## src/rtl/pipeline_stall_ctrl_pkg.sv

```systemverilog
// Shared definitions for the pipeline hazard/stall controller:
// FSM state encoding and the default performance-counter width.
package pipeline_stall_ctrl_pkg;

    typedef enum logic [1:0] {
        ST_RUN      = 2'd0,
        ST_MEM_WAIT = 2'd1,
        ST_FAULT    = 2'd2
    } ctrl_state_t;

    localparam int unsigned DEFAULT_CNT_W = 16;

endpackage

```

## src/rtl/sat_counter.sv

```systemverilog
// Saturating up-counter with synchronous clear; clear wins over increment.
module sat_counter
    import pipeline_stall_ctrl_pkg::*;
#(
    parameter int unsigned WIDTH = DEFAULT_CNT_W
) (
    input  logic             clk,
    input  logic             rst_n,
    input  logic             inc,
    input  logic             clr,
    output logic [WIDTH-1:0] count
);

    localparam logic [WIDTH-1:0] ONE = WIDTH'(1);

    always_ff @(posedge clk or negedge rst_n) begin
        if (!rst_n) begin
            count <= '0;
        end else if (clr) begin
            count <= '0;
        end else if (inc && (count != '1)) begin
            count <= count + ONE;
        end
    end

endmodule

```

## src/rtl/pipeline_stall_ctrl.sv

```systemverilog
// Pipeline stall/flush controller: arbitrates memory wait, taken branch and
// load-use hazards into register enables/flushes and keeps perf counters.
module pipeline_stall_ctrl
    import pipeline_stall_ctrl_pkg::*;
#(
    parameter int unsigned TIMEOUT_CYCLES = 255,
    parameter int unsigned CNT_W          = DEFAULT_CNT_W
) (
    input  logic             clk,
    input  logic             rst_n,
    input  logic             load_use,
    input  logic             branch_taken,
    input  logic             dmem_req,
    input  logic             dmem_ready,
    input  logic             cnt_clr,
    output logic             pc_write,
    output logic             if_id_write,
    output logic             id_ex_write,
    output logic             ex_mem_write,
    output logic             mem_wb_write,
    output logic             if_id_flush,
    output logic             id_ex_flush,
    output logic             mem_timeout,
    output logic [CNT_W-1:0] stall_cycles,
    output logic [CNT_W-1:0] flush_count
);

    localparam int unsigned WAIT_W = (TIMEOUT_CYCLES < 2) ? 1 : $clog2(TIMEOUT_CYCLES + 1);
    localparam logic [WAIT_W:0] WAIT_LIMIT = (WAIT_W + 1)'(TIMEOUT_CYCLES);

    ctrl_state_t       state;
    logic [WAIT_W-1:0] wait_cnt;
    logic [WAIT_W:0]   wait_next;
    logic              mem_miss;
    logic              back_write;
    logic              branch_act;

    assign mem_miss  = dmem_req & ~dmem_ready;
    assign wait_next = {1'b0, wait_cnt} + {{WAIT_W{1'b0}}, 1'b1};

    // Wait counter advances with each un-ready MEM_WAIT cycle; hitting the limit latches FAULT.
    always_ff @(posedge clk or negedge rst_n) begin
        if (!rst_n) begin
            state    <= ST_RUN;
            wait_cnt <= '0;
        end else begin
            case (state)
                ST_RUN: begin
                    if (mem_miss) begin
                        state    <= ST_MEM_WAIT;
                        wait_cnt <= '0;
                    end
                end
                ST_MEM_WAIT: begin
                    if (dmem_ready) begin
                        state    <= ST_RUN;
                        wait_cnt <= '0;
                    end else if (wait_next >= WAIT_LIMIT) begin
                        state    <= ST_FAULT;
                        wait_cnt <= wait_next[WAIT_W-1:0];
                    end else begin
                        wait_cnt <= wait_next[WAIT_W-1:0];
                    end
                end
                ST_FAULT: begin
                    state <= ST_FAULT;
                end
                default: begin
                    state    <= ST_RUN;
                    wait_cnt <= '0;
                end
            endcase
        end
    end

    always_comb begin
        pc_write    = 1'b0;
        if_id_write = 1'b0;
        back_write  = 1'b0;
        if_id_flush = 1'b0;
        id_ex_flush = 1'b0;
        branch_act  = 1'b0;
        if (!rst_n) begin
            if_id_flush = 1'b1;
            id_ex_flush = 1'b1;
        end else begin
            case (state)
                ST_RUN: begin
                    // Memory wait beats branch beats load-use; a miss leaves everything frozen.
                    if (!mem_miss) begin
                        if (branch_taken) begin
                            pc_write    = 1'b1;
                            if_id_write = 1'b1;
                            back_write  = 1'b1;
                            if_id_flush = 1'b1;
                            id_ex_flush = 1'b1;
                            branch_act  = 1'b1;
                        end else if (load_use) begin
                            back_write  = 1'b1;
                            id_ex_flush = 1'b1;
                        end else begin
                            pc_write    = 1'b1;
                            if_id_write = 1'b1;
                            back_write  = 1'b1;
                        end
                    end
                end
                ST_MEM_WAIT: begin
                    if (dmem_ready) begin
                        pc_write    = 1'b1;
                        if_id_write = 1'b1;
                        back_write  = 1'b1;
                    end
                end
                default: begin
                end
            endcase
        end
    end

    assign id_ex_write  = back_write;
    assign ex_mem_write = back_write;
    assign mem_wb_write = back_write;
    assign mem_timeout  = (state == ST_FAULT);

    sat_counter #(.WIDTH(CNT_W)) u_stall_cnt (
        .clk   (clk),
        .rst_n (rst_n),
        .inc   (~pc_write),
        .clr   (cnt_clr),
        .count (stall_cycles)
    );

    sat_counter #(.WIDTH(CNT_W)) u_flush_cnt (
        .clk   (clk),
        .rst_n (rst_n),
        .inc   (branch_act),
        .clr   (cnt_clr),
        .count (flush_count)
    );

endmodule

```

## config.mk

```make
export PLATFORM = sky130hd
export DESIGN_NAME = pipeline_stall_ctrl
export DESIGN_NICKNAME = d
export VERILOG_FILES = /design/src/rtl/pipeline_stall_ctrl_pkg.sv /design/src/rtl/sat_counter.sv /design/src/rtl/pipeline_stall_ctrl.sv
export SDC_FILE = /design/constraint.sdc
export NUM_CORES = 1
export LEC_CHECK = 0
export ABC_AREA = 0
export ABC_CLOCK_PERIOD_IN_PS = 3500
export CAP_MARGIN = 40
export CORE_MARGIN = 3
export CORE_UTILIZATION = 28
export DETAILED_ROUTE_END_ITERATION = 6
export GPL_ROUTABILITY_DRIVEN = 0
export PLACE_DENSITY = 0.55
export SYNTH_ARGS = -nofsm -noshare
export SYNTH_HDL_FRONTEND = slang
export SYNTH_SLANG_ARGS = --single-unit
```

## constraint.sdc

```tcl
create_clock -name clk -period 3.5 [get_ports clk]
set_input_delay 0.35 -clock clk [delete_from_list [all_inputs] [get_ports clk]]
set_output_delay 0.35 -clock clk [all_outputs]
set_load 0.05 [all_outputs]
```

# [Yosys cells after proc, flatten, opt, wreduce, memory -nomap -nowiden]
# Index checks and enable logic that the tools add are counted.
[totals] out_inout_bits=40 in_bits=7 register_bits=42
[op_classes] n_addsub=3 muxes=30 magnitude_cmp=1 n_bitwise=4 eq_ne=6 n_reduce_logical=7
[op_table] cell="16-bit two-way mux" n=4
[op_table] cell="16-bit by 1-bit adder with 16-bit output, second input constant" n=2
[op_table] cell="16-bit inequality test, second input constant" n=2
[op_table] cell="8-bit one-hot mux with 3 select lines" n=1
[op_table] cell="1-bit two-way mux" n=17
[op_table] cell="8-bit two-way mux" n=2
[op_table] cell="8-bit by 1-bit adder with 9-bit output, second input constant" n=1
[op_table] cell="9-bit by 8-bit >= comparator with 1-bit output, second input constant" n=1
[op_table] cell="2-bit two-way mux" n=3
[op_table] cell="2-bit one-hot mux with 3 select lines" n=1
[op_table] cell="1-bit one-hot mux with 2 select lines" n=2
[op_table] cell="2-bit AND reduction" n=2
[op_table] cell="2-bit nonzero test" n=2
[op_table] cell="3-bit inequality test, second input constant" n=1
[op_table] cell="1-bit NOT" n=3
[op_table] cell="2-bit by 1-bit equality test with 1-bit output, second input constant" n=1
[op_table] cell="2-bit equality test, second input constant" n=1
[op_table] cell="1-bit logical AND" n=2
[op_table] cell="2-bit logical NOT" n=1
[op_table] cell="2-bit inequality test, second input constant" n=1
[op_table] cell="1-bit bitwise AND" n=1

# [Logic depth before layout (Yosys ltp)]
# Gate-level depths: netlist of run 1.
[depth] depth_word=9 mapped_depth=8 mapped_depth_nobuf=7

# [Cells and area by module]
# From an unflattened synthesis of run 1, not the netlist that was laid out.
[hier_totals] cells_unflattened=275 area_unflattened_um2=2572.5
[by_module_without_submodules] module="sat_counter" area_each_um2=942.2 cells_each=98 seq_area_each_um2=400.4 n_inst=2
[by_module_without_submodules] module="pipeline_stall_ctrl" area_each_um2=688.2 cells_each=79 seq_area_each_um2=250.2 n_inst=1

# [Least setup slack after synthesis of run 1]
# No wires, ideal clock.
[synth_path] kind="reg-to-reg" start="register u_flush_cnt.count[0]" end="register u_flush_cnt.count[3]" required_time_ns=3.375 t_arrival_ns=2.109 n_path_buf=0 stages_incl_launch_ff=7 setup_slack_ns=1.266 period_less_slack_ns=2.234 cell_sequence="dfrtp_1 > ha_1 > nand3_1 > nor4_4 > a21oi_2 > and4_4 > mux2_4"
[synth_between] elab_chain_len=3
[synth_rtl] item="start: declaration" line_no="sat_counter.sv:11" rtl="output logic [WIDTH-1:0] count"
[synth_rtl] item="start signal: assignment" line_no="sat_counter.sv:22" rtl="count <= count + ONE;"
[synth_rtl] item="16-bit by 1-bit adder with 16-bit output or 16-bit inequality test (tied branches)" line_no="sat_counter.sv:22, sat_counter.sv:21"
[synth_rtl] item="16-bit two-way mux or 1-bit logical AND (tied branches)" line_no="sat_counter.sv:21" rtl="end else if (inc && (count != '1)) begin"
[synth_rtl] item="16-bit two-way mux or 2-bit nonzero test (tied branches)"
# Several ways; a longest one is shown, not always the timed one. The select of a mux whose other input is x is not followed.
# A chain may end at the register's enable or synchronous reset.

# [Worst setup path after layout of run 1]
[layout_path] start="input rst_n" end="output pc_write"
[layout_between] elab_chain_len=1
[layout_rtl] item="start: declaration" line_no="pipeline_stall_ctrl.sv:10" rtl="input logic rst_n,"
[layout_rtl] item="1-bit two-way mux" line_no="pipeline_stall_ctrl.sv:83" rtl="if (!rst_n) begin"
[layout_rtl] item="end: declaration" line_no="pipeline_stall_ctrl.sv:16" rtl="output logic pc_write,"
# Every way passes these cells.

==> impl_summary.log, run 1 <==
[metrics] outcome: finished, final reports clean
[metrics] final cell area excluding filler cells: 3080 um^2
[metrics] worst hold path type: primary input to asynchronous set/reset pin
[metrics] Routed wire per std cell: 14.2 um
[metrics] final count of hold timing violations: 0
[metrics] Critical Path Source Type: primary input
[metrics] Worst Path Max Fanout: 11
[metrics] worst skew pair latency: 0.29 ns
[metrics] Final TNS setup: 0 ns
[metrics] fraction of final layout cells with drive strength greater than 1: 6.45%
[metrics] Syn Area/Cell: 9.26 um^2
[metrics] fill count: 876
[metrics] Post-route DRC: 0
[metrics] DP Wirelength: 4180 um
[metrics] arrival time at the worst endpoint: 2.44 ns
[metrics] effective utilization at floorplan: 29.3%
[metrics] number of max-slew violations in the final report: 0
[metrics] number of top-level pins: 47
[metrics] Std-Cell Rows: 33
[metrics] horizontal die dimension: 99.4 um
[metrics] register bit total from synthesis: 42
[metrics] Floorplan Core Area: 8340 um^2
[metrics] Top Family by Delay on Critical Path: buffers and inverters
[metrics] share of power burned in registers: 44.6%
[metrics] critical path buffer and inverter count: 3
[metrics] start point of the critical path: rst_n
[metrics] Gate power share: 29.6%
[metrics] vias in the first global route: 2035
[metrics] wire length of the first global-routing pass: 10200 um
[metrics] type of the worst setup path: primary input to primary output
[metrics] # H-tree levels: 2
[metrics] min setup slack post-route: 0.714 ns
[metrics] setup bufs post-CTS: 0
[metrics] chain of cells forming the critical path: dlygate4sd3_1, buf_2, o2111a_1, clkdlybuf4s50_1
[metrics] final net count: 320
[metrics] Max-Cap Viols: 0
[metrics] switching pwr: 0.467 mW
[metrics] internal power contribution: 0.798 mW
[metrics] reg-to-reg setup timing slack: 1.40 ns
[metrics] total length of routed wires: 5880 um
[metrics] Setup Slack @ Placement: 0.806 ns
[metrics] total placed instance area: 2980 um^2
[metrics] VDD IR max: 149 uV
[metrics] Cell variety after synth: 40
[metrics] share of the cycle needed by the critical path after routing: 79.6%
[metrics] kind of capture point of the worst setup path: primary output
[metrics] Post-Syn Instances: 264
[metrics] post-synthesis net count: 275
[metrics] area of the die: 9890 um^2
[metrics] Port Buffer Count: 46
[metrics] total congestion overflow after global routing: 0
[metrics] yosys warns: 0
[metrics] CTS Buf Count: 5
[metrics] mean number of vias per cell: 5.08
[metrics] Worst EP required: 3.15 ns
[metrics] Clk pin slew, worst setup/hold paths: 0.08 ns
[metrics] crit path max-delay cell type: sky130_fd_sc_hd__clkdlybuf4s50_1
[metrics] synthesis-to-layout area growth: 26.0%
[metrics] largest incremental delay on the critical path: 0.87 ns
[metrics] TritonCTS clock tree: built
[metrics] Reg-to-Reg End: u_flush_cnt.count[3]
[metrics] CTS Root Cell: sky130_fd_sc_hd__clkbuf_8
[metrics] initial antenna violation count: 0
[metrics] reg2reg start: u_flush_cnt.count[0]
[metrics] RSZ-0062 raised after global routing: no
[metrics] switch share: 36.9%
[metrics] Worst Max-Slew Pin Slew: 0.619 ns
[metrics] remaining antenna violation count after routing: 0
[metrics] DR pass1 iterations: 4
[metrics] Leakage Power: 1.15 nW
[metrics] ANT cells: 0
[metrics] Clk network pwr share: 25.7%
[metrics] via count: 2108
[metrics] DRC marker count from the first detailed-route iteration: 76
[metrics] count of clock tree sinks: 42
[metrics] post-synth design cell area: 2440 um^2
[metrics] number of gates given a new drive strength after cts: 0
[metrics] sequential fraction of the synthesis area: 43.0%
[metrics] largest net degree at the start of global routing: 38
[metrics] worst reg-to-reg path cell count: 6
[metrics] Power Density: 411 nW/um^2
[metrics] endpoints failing setup: 0
[metrics] final period demand of the worst path: 2.79 ns
[metrics] Slew Limit Headroom: 58.7%
[metrics] die outline height: 99.4 um
[metrics] global-route usage over all layers: 12.7%
[metrics] largest clock skew in the final design: 0.00722 ns
[metrics] maximum achievable frequency: 0.359 GHz
[metrics] maximum clock insertion buffer count: 2
[cell usage in the layout (no fill, tap or decap), types with 5 or more instances in the layout]
cell / Yosys / routed
sky130_fd_sc_hd__and3_1: 5 / 5
sky130_fd_sc_hd__xnor2_1: 30 / 30
sky130_fd_sc_hd__nor3_1: 12 / 12
sky130_fd_sc_hd__clkdlybuf4s50_1: 0 / 45
sky130_fd_sc_hd__nand2_1: 19 / 19
sky130_fd_sc_hd__o21ai_0: 11 / 11
sky130_fd_sc_hd__dfrtp_1: 42 / 42
sky130_fd_sc_hd__o31ai_1: 5 / 5
sky130_fd_sc_hd__nand2b_1: 5 / 5
sky130_fd_sc_hd__nor4b_1: 5 / 5
sky130_fd_sc_hd__nand3_1: 11 / 11
sky130_fd_sc_hd__nor2_1: 42 / 42
sky130_fd_sc_hd__clkbuf_8: 0 / 6
sky130_fd_sc_hd__nor4_1: 9 / 9
sky130_fd_sc_hd__nand4_1: 13 / 13
[per-stage QoR]
stage | utilization (%) | std cells | power (mW) | hold WS, ns
CTS | 36.9 | 415 | 1.29 | 0.471
global placement | 35.7 | 406 | 0.944 | 0.215
floorplan | - | 264 | 0.851 | 0.0544
global route | 36.9 | 415 | 1.35 | 0.472
finish | 36.9 | 415 | 1.26 | 0.463
detailed placement | 35.7 | 406 | 0.952 | 0.217
[layout make-up]
| class | count | area, um^2 | share of cell area, % |
|---|---|---|---|
| sequential | 42 | 1050 | 34.1 |
| clock inverter | 1 | 5.00 | 0.162 |
| clock buffer | 7 | 86.3 | 2.80 |
| inverter | 3 | 11.3 | 0.366 |
| multi-input combinational | 206 | 1300 | 42.2 |
| tap | 105 | 131 | 4.26 |
| timing repair buffer | 51 | 495 | 16.1 |
[cell usage after synthesis (all sizes together)]
cell	instances	area, um^2
a31o	1	8.76
mux2i	3	30.0
nand3	11	55.1
mux2	1	15.0
nor3b	3	22.5
dfrtp	42	1050
ha	4	50.1
a21oi	4	23.8
nor2	42	158
and4	5	47.6
o21ai	11	55.1
buf	7	60.1
nor4b	5	43.8
nor3	12	60.1
nor2b	3	18.8
nand4	14	103
clkbuf	6	22.5
a21o	1	7.51
and3	5	31.3
o21bai	1	7.51
a31oi	1	6.26
nand2	19	71.3
or3	1	7.51
o2111a	1	11.3
inv	3	11.3
a211oi	3	22.5
nand2b	5	31.3
nor4	10	77.6
xnor2	30	263
o41ai	1	8.76
and2	3	18.8
o31ai	5	37.5
or4	1	7.51
[cells by family after synthesis]
kind of cell,Yosys count,synth area share (%)
AND/OR/NAND/NOR,139,30.8
AO/OA/AOI/OAI,29,7.73
buffers and inverters,16,3.84
XOR/XNOR,30,10.7
flip-flops,42,43.0
adder cells (fa/ha/maj),4,2.05
multiplexers,4,1.84
[registers in the layout, summed over array words and instances, names as in the netlist]
name and flops:
u_flush_cnt.count 16, u_stall_cnt.count 16, wait_cnt 8, state 2
[metal layers]
layer	share of wire [%]	GRT usage (%)	vias up
li1	-	-	1030
met1	51	18.4	1020
met2	43	18.5	53
met3	4.0	2.66	5
met4	1.3	4.41	0
met5	0	0	-
[how the worst max path moves through the flow]
stage	slack [ns]	depth (start not counted)	end
6_report	0.71	4	pc_write
5_1_grt	0.61	4	pc_write
4_1_cts	0.67	4	pc_write
3_5_place_dp	0.81	4	pc_write
3_3_place_gp	0.83	4	if_id_write
2_1_floorplan	1.27	6	u_flush_cnt.count[3]
[power groups by stage]
stage                     sequential (mW)  combinational, mW  clock (mW)
after floorplan                     0.589              0.262           0
after global placement              0.573              0.370           0
after detailed placement            0.575              0.376           0
after CTS                           0.565              0.378       0.342
after global routing                0.574              0.411       0.362
final                               0.564              0.375       0.326
[what timing repair did]
action                     CTS  global route
hold endpoints to repair     5             0
hold buffers                 1             0
setup endpoints to repair    0             0
No activity file was read; power rests on OpenSTA's default activity.
==> inputs of run 2 (changes only) <==
ABC_CLOCK_PERIOD_IN_PS = 2800   (was 3500)
clock period = 2.8 ns   (was 3.5 ns; I/O delays follow)
==> run 2 against run 1 <==
Compared with the run above:
- non-clock buffer count increased by 2
- clock power increased by 27%
- combinational power increased by 27%
- count of clock-buffer cells in the layout decreased by 1
- sequential cell count unchanged
- core utilization increased by 0.40 points
- sequential power increased by 25%
- via count decreased by 1.1%
- die area unchanged
- largest power group unchanged
- wire length decreased by 2.8%
- global-route usage decreased by 0.29 points
- total power increased by 26%
==> impl_summary.log, run 2 (synthesis gave the netlist of run 1 again) <==
[metrics] outcome: finished, final reports clean
[metrics] maximum achievable frequency: 0.430 GHz
[metrics] number of max-slew violations in the final report: 0 (unchanged)
[metrics] count of clock tree sinks: 42 (unchanged)
[metrics] ANT cells: 0 (unchanged)
[metrics] Worst Max-Slew Pin Slew: 0.768 ns (+0.149 ns)
[metrics] largest registers in the final layout: u_flush_cnt.count (16), u_stall_cnt.count (16), wait_cnt (8)
[metrics] core utilization of the finished layout: 37.3% (+0.40 points)
[metrics] RSZ-0062 raised after global routing: no
[metrics] Slew Limit Headroom: 48.8% (-9.9 points)
[metrics] mean number of vias per cell: 5.00 (-1.6%)
[metrics] Std-Cell Rows: 33 (unchanged)
[metrics] Port Buffer Count: 46 (unchanged)
[metrics] synthesis-to-layout area growth: 27.4%
[metrics] min setup slack post-route: 0.474 ns (-0.240 ns)
[metrics] horizontal die dimension: 99.4 um (unchanged)
[metrics] # H-tree levels: 2 (unchanged)
[metrics] TritonCTS clock tree: built
[metrics] kind of capture point of the worst setup path: primary output
[metrics] total congestion overflow after global routing: 0 (unchanged)
[metrics] Worst Path Max Fanout: 5 (-6)
[metrics] DR pass1 iterations: 4 (unchanged)
[metrics] start point of the critical path: dmem_ready
[metrics] largest net degree at the start of global routing: 43 (+13%)
[metrics] worst hold path type: primary input to asynchronous set/reset pin
[metrics] type of the worst setup path: primary input to primary output
[metrics] Setup Slack @ Placement: 0.398 ns (-0.408 ns)
[metrics] fraction of final layout cells with drive strength greater than 1: 8.65% (+2.2 points)
[metrics] reg2reg start: state[0]
[metrics] die outline height: 99.4 um (unchanged)
[metrics] Leakage Power: 1.17 nW (+1.8%)
[metrics] global-route usage over all layers: 12.4% (-0.29 points)
[metrics] Clk pin slew, worst setup/hold paths: 0.08 ns (about the same)
[metrics] area of the die: 9890 um^2 (unchanged)
[metrics] Worst EP required: 2.52 ns (-0.63 ns)
[metrics] Routed wire per std cell: 13.7 um (-3.3%)
[metrics] Post-route DRC: 0 (unchanged)
[metrics] final period demand of the worst path: 2.33 ns
[metrics] DRC marker count from the first detailed-route iteration: 178 (+130%)
[metrics] effective utilization at floorplan: 29.3% (unchanged)
[metrics] number of top-level pins: 47 (unchanged)
[metrics] Max-Cap Viols: 0 (unchanged)
[metrics] worst hold margin: 0.344 ns (-0.119 ns)
[metrics] wire length of the first global-routing pass: 10100 um (-1.6%)
[metrics] commonest non-fill, non-tap cells in the layout: sky130_fd_sc_hd__nor2_1 (42), sky130_fd_sc_hd__dfrtp_1 (42), sky130_fd_sc_hd__clkdlybuf4s50_1 (41), sky130_fd_sc_hd__xnor2_1 (30), sky130_fd_sc_hd__nand2_1 (19)
[metrics] total length of routed wires: 5720 um (-2.8%)
[metrics] final count of hold timing violations: 0 (unchanged)
[metrics] share of the cycle needed by the critical path after routing: 83.1%
[metrics] VDD IR max: 159 uV (+6.3%)
[metrics] arrival time at the worst endpoint: 2.05 ns (-0.39 ns)
[metrics] Critical Path Source Type: primary input
[metrics] CTS Root Cell: sky130_fd_sc_hd__clkbuf_8
[metrics] largest clock skew in the final design: 0.00888 ns (+0.00166 ns)
[metrics] initial antenna violation count: 0 (unchanged)
[metrics] final net count: 322 (+0.63%)
[metrics] remaining antenna violation count after routing: 0 (unchanged)
[metrics] DP Wirelength: 4190 um (about the same)
[metrics] endpoints failing setup: 0 (unchanged)
[metrics] Floorplan Core Area: 8340 um^2 (unchanged)
[metrics] worst skew pair latency: 0.30 ns (about the same)
[metrics] vias in the first global route: 1990 (-2.2%)
[metrics] Power Density: 513 nW/um^2 (+25%)
[metrics] Final TNS setup: 0 ns (unchanged)
[metrics] CTS Buf Count: 5 (unchanged)
[metrics] via count: 2084 (-1.1%)
[metrics] maximum clock insertion buffer count: 2 (unchanged)
run 2: changes by cell type in the layout (fill, tap and decap cells not counted), sizes merged:
cell / before / now
buf: 5 / 11
clkbuf: 7 / 6
clkdlybuf4s50: 45 / 41
clkinvlp: 0 / 1
run 2: cell type report:
| cell class | count | area (um^2) |
|---|---|---|
| tap | 105 | 131 |
| fill | 863 | 5230 |
| timing repair buffer | 53 | 526 |
| sequential | 42 | 1050 |
| multi-input combinational | 206 | 1300 |
| clock inverter | 2 | 12.5 |
| inverter | 3 | 11.3 |
| clock buffer | 6 | 82.6 |
run 2: final timing paths:
path	slack [ns]	depth (start not counted)	to
setup / recovery	0.47	4	id_ex_write
hold / removal	0.34	2	state[1]
setup reg to reg	0.74	5	u_stall_cnt.count[15]
hold reg to reg	0.48	1	wait_cnt[5]
max in group asynchronous	1.71	3	u_flush_cnt.count[10]
min in group clk	0.48	1	wait_cnt[5]
run 2: through the flow:
step	instance area, um^2	power (mW)	std cells
6_report	3110	1.60	417
2_1_floorplan	2440	1.06	264
3_5_place_dp	3010	1.20	408
5_1_grt	3110	1.69	417
3_3_place_gp	3010	1.19	408
4_1_cts	3110	1.61	417
run 2: repair_timing:
action,CTS,global route
endpoints found under the setup margin,0,0
gates resized for setup,0,0
hold buffers,1,0
buffers inserted,0,0
endpoints found under the hold margin,1,0
run 2: worst max-delay path, cell delays in order:
cell and delay, ns:
sky130_fd_sc_hd__clkdlybuf4s50_1 0.55, sky130_fd_sc_hd__o21bai_1 0.16, sky130_fd_sc_hd__and3_1 0.23, sky130_fd_sc_hd__clkdlybuf4s50_1 0.82
run 2: per-layer routing:
layer,up-vias,wire length (um),GRT usage (%)
met5,-,0,0
met4,0,78,4.10
met3,7,241,1.89
met2,47,2410,17.8
met1,989,2990,18.8
li1,1041,-,-
run 2: where the power goes:
part / switching (mW) / leakage (nW) / internal (mW)
combinational: 0.315 / 0.545 / 0.163
clock: 0.216 / 0.0472 / 0.198
sequential: 0.0628 / 0.581 / 0.643
total: 0.593 / 1.17 / 1.00
==> inputs of run 3 (changes only) <==
ABC_CLOCK_PERIOD_IN_PS = 2400   (was 2800)
clock period = 2.4 ns   (was 2.8 ns; I/O delays follow)
==> run 3 against run 2 <==
Compared with the run above:
- first-iteration DRC count is 56% lower
- sequential share of layout area is 0.63 points lower
- global-route usage is 0.48 points lower
- highest routed layer unchanged
- sequential cell count stayed put
- total power is 19% higher
- register-to-register slack worse by 0.38 ns
- core utilization is 0.71 points higher
- sequential power is 17% higher
- cell area is 1.9% higher
==> impl_summary.log, run 3 (synthesis gave the netlist of run 1 again) <==
[metrics] outcome: finished, final reports clean
[metrics] total length of routed wires: 5770 um (+0.96%)
[metrics] kind of capture point of the worst setup path: primary output
[metrics] most repeated library cell on the critical path: sky130_fd_sc_hd__buf_4
[metrics] crit path max-delay cell type: sky130_fd_sc_hd__dfrtp_1
[metrics] Worst EP required: 2.16 ns (-0.36 ns)
[metrics] hold buffer count at CTS: 0 (-1)
[metrics] DRC marker count from the first detailed-route iteration: 79 (-56%)
[metrics] share of the cycle needed by the critical path after routing: 90.7%
[metrics] worst reg-to-reg path cell count: 7 (+2)
[metrics] CTS Buf Count: 5 (unchanged)
[metrics] switch share: 36.7% (-0.46 points)
[metrics] Gate power share: 33.0% (+3.1 points)
[metrics] Floorplan Core Area: 8340 um^2 (unchanged)
[metrics] commonest non-fill, non-tap cells in the layout: sky130_fd_sc_hd__nor2_1 (42), sky130_fd_sc_hd__dfrtp_1 (42), sky130_fd_sc_hd__clkdlybuf4s50_1 (38), sky130_fd_sc_hd__xnor2_1 (30), sky130_fd_sc_hd__nand2_1 (19)
[metrics] die outline height: 99.4 um (unchanged)
[metrics] final net count: 324 (+0.62%)
[metrics] switching pwr: 0.697 mW (+17%)
[metrics] chain of cells forming the critical path: o21bai_1, o2111a_1, buf_4, buf_4, buf_12
[metrics] mean number of vias per cell: 4.96 (-0.67%)
[metrics] Reg-to-Reg End: state[0]
[metrics] Power Density: 599 nW/um^2 (+17%)
[metrics] DR pass1 iterations: 4 (unchanged)
[metrics] final count of hold timing violations: 0 (unchanged)
[metrics] Leakage Power: 1.21 nW (+2.9%)
[metrics] via count: 2080 (-0.19%)
[metrics] share of power burned in registers: 43.4% (-0.8 points)
[metrics] Post-route DRC: 0 (unchanged)
[metrics] Slew Limit Headroom: 57.9% (+9.1 points)
[metrics] largest clock skew in the final design: 0.00910 ns (+0.000229 ns)
[metrics] worst hold path type: primary input to asynchronous set/reset pin
[metrics] total placed instance area: 3090 um^2 (+2.6%)
[metrics] Critical Path Source Type: flop
[metrics] DP Wirelength: 4300 um (+2.6%)
[metrics] total congestion overflow after global routing: 0 (unchanged)
[metrics] remaining antenna violation count after routing: 0 (unchanged)
[metrics] number of top-level pins: 47 (unchanged)
[metrics] internal power contribution: 1.20 mW (+20%)
[metrics] initial antenna violation count: 0 (unchanged)
[metrics] RSZ-0062 raised after global routing: no
[metrics] reg-to-reg setup timing slack: 0.36 ns (-0.38 ns)
[metrics] Routed wire per std cell: 13.8 um (+0.48%)
[metrics] Clk network pwr share: 23.6% (-2.3 points)
[metrics] ANT cells: 0 (unchanged)
[metrics] Std-Cell Rows: 33 (unchanged)
[metrics] fraction of final layout cells with drive strength greater than 1: 10.2% (+1.5 points)
[metrics] type of the worst setup path: flop to primary output
[metrics] global-route usage over all layers: 11.9% (-0.48 points)
[metrics] # H-tree levels: 2 (unchanged)
[metrics] Max-Cap Viols: 0 (unchanged)
[metrics] largest registers in the final layout: u_flush_cnt.count (16), u_stall_cnt.count (16), wait_cnt (8)
[metrics] wire length of the first global-routing pass: 9630 um (-4.2%)
[metrics] maximum clock insertion buffer count: 2 (unchanged)
[metrics] Worst Max-Slew Pin Slew: 0.631 ns (-0.136 ns)
[metrics] largest net degree at the start of global routing: 45 (+4.7%)
[metrics] Final TNS setup: 0 ns (unchanged)
[metrics] reg2reg start: wait_cnt[0]
[metrics] effective utilization at floorplan: 29.3% (unchanged)
[metrics] final cell area excluding filler cells: 3170 um^2 (+1.9%)
[metrics] synthesis-to-layout area growth: 29.8%
[metrics] CTS Root Cell: sky130_fd_sc_hd__clkbuf_8
[metrics] Clk pin slew, worst setup/hold paths: 0.08 ns (about the same)
[metrics] setup bufs post-CTS: 0 (unchanged)
[metrics] number of gates given a new drive strength after cts: 0 (unchanged)
[metrics] start point of the critical path: state[0]
[metrics] horizontal die dimension: 99.4 um (unchanged)
[metrics] area of the die: 9890 um^2 (unchanged)
[metrics] worst skew pair latency: 0.29 ns (about the same)
[metrics] number of max-slew violations in the final report: 0 (unchanged)
[metrics] largest incremental delay on the critical path: 0.48 ns (-0.34 ns)
[metrics] Port Buffer Count: 46 (unchanged)
[metrics] maximum achievable frequency: 0.459 GHz
[metrics] VDD IR max: 173 uV (+9.4%)
[metrics] TritonCTS clock tree: built
[metrics] count of clock tree sinks: 42 (unchanged)
[metrics] endpoints failing setup: 0 (unchanged)
[metrics] end point of the critical path: if_id_write
[metrics] final period demand of the worst path: 2.18 ns
[metrics] vias in the first global route: 1925 (-3.3%)
[metrics] Worst Path Max Fanout: 10 (+5)
[metrics] arrival time at the worst endpoint: 1.94 ns (-0.11 ns)
## run 3: layout make-up
type	count	area [um^2]
Clock buffer	6	72.6
Clock inverter	2	13.8
Fill cell	852	5170
Inverter	3	11.3
Multi-Input combinational cell	206	1300
Sequential cell	42	1050
Tap cell	105	131
Timing Repair Buffer	55	593
## run 3: stage by stage
| stage | setup slack, ns | cells | total power, mW | util (%) | hold WS, ns |
|---|---|---|---|---|---|
| 2_1_floorplan | 0.166 | 264 | 1.24 | - | -0.0556 |
| 3_3_place_gp | 0.234 | 411 | 1.46 | 37.0 | 0.409 |
| 3_5_place_dp | 0.198 | 411 | 1.47 | 37.0 | 0.413 |
| 4_1_cts | 0.224 | 419 | 1.93 | 38.0 | 0.0825 |
| 5_1_grt | 0.120 | 419 | 2.02 | 38.0 | 0.114 |
| 6_report | 0.223 | 419 | 1.90 | 38.0 | 0.0728 |
## run 3: routing by layer
layer | GRT usage, % | share of wire (%) | vias to the layer above
met5 | 0 | 0 | -
met4 | 3.47 | 0.59 | 0
met3 | 2.88 | 4.5 | 2
met2 | 17.4 | 44 | 50
met1 | 17.4 | 51 | 993
li1 | - | - | 1035
## run 3: how the worst min path moves through the flow
stage	startpoint	endpoint	slack, ns	depth (start not counted)
after floorplan	rst_n	state[0]	-0.06	0
after global placement	rst_n	state[1]	0.41	2
after detailed placement	rst_n	u_flush_cnt.count[3]	0.41	2
after global routing	rst_n	u_flush_cnt.count[3]	0.11	2
after CTS	rst_n	u_flush_cnt.count[3]	0.08	2
final	rst_n	u_flush_cnt.count[3]	0.07	2
## run 3: power groups by stage
stage | logic, mW | registers, mW | clock network [mW]
6_report | 0.627 | 0.825 | 0.448
5_1_grt | 0.677 | 0.838 | 0.508
4_1_cts | 0.634 | 0.823 | 0.476
3_5_place_dp | 0.632 | 0.838 | 0
3_3_place_gp | 0.624 | 0.835 | 0
2_1_floorplan | 0.381 | 0.859 | 0
## run 3: critical path, delay by kind of cell (launching register included)
kind / cells / cell delay (ns)
flops: 1 / 0.48
buf+inv: 3 / 0.51
compound gates: 2 / 0.64
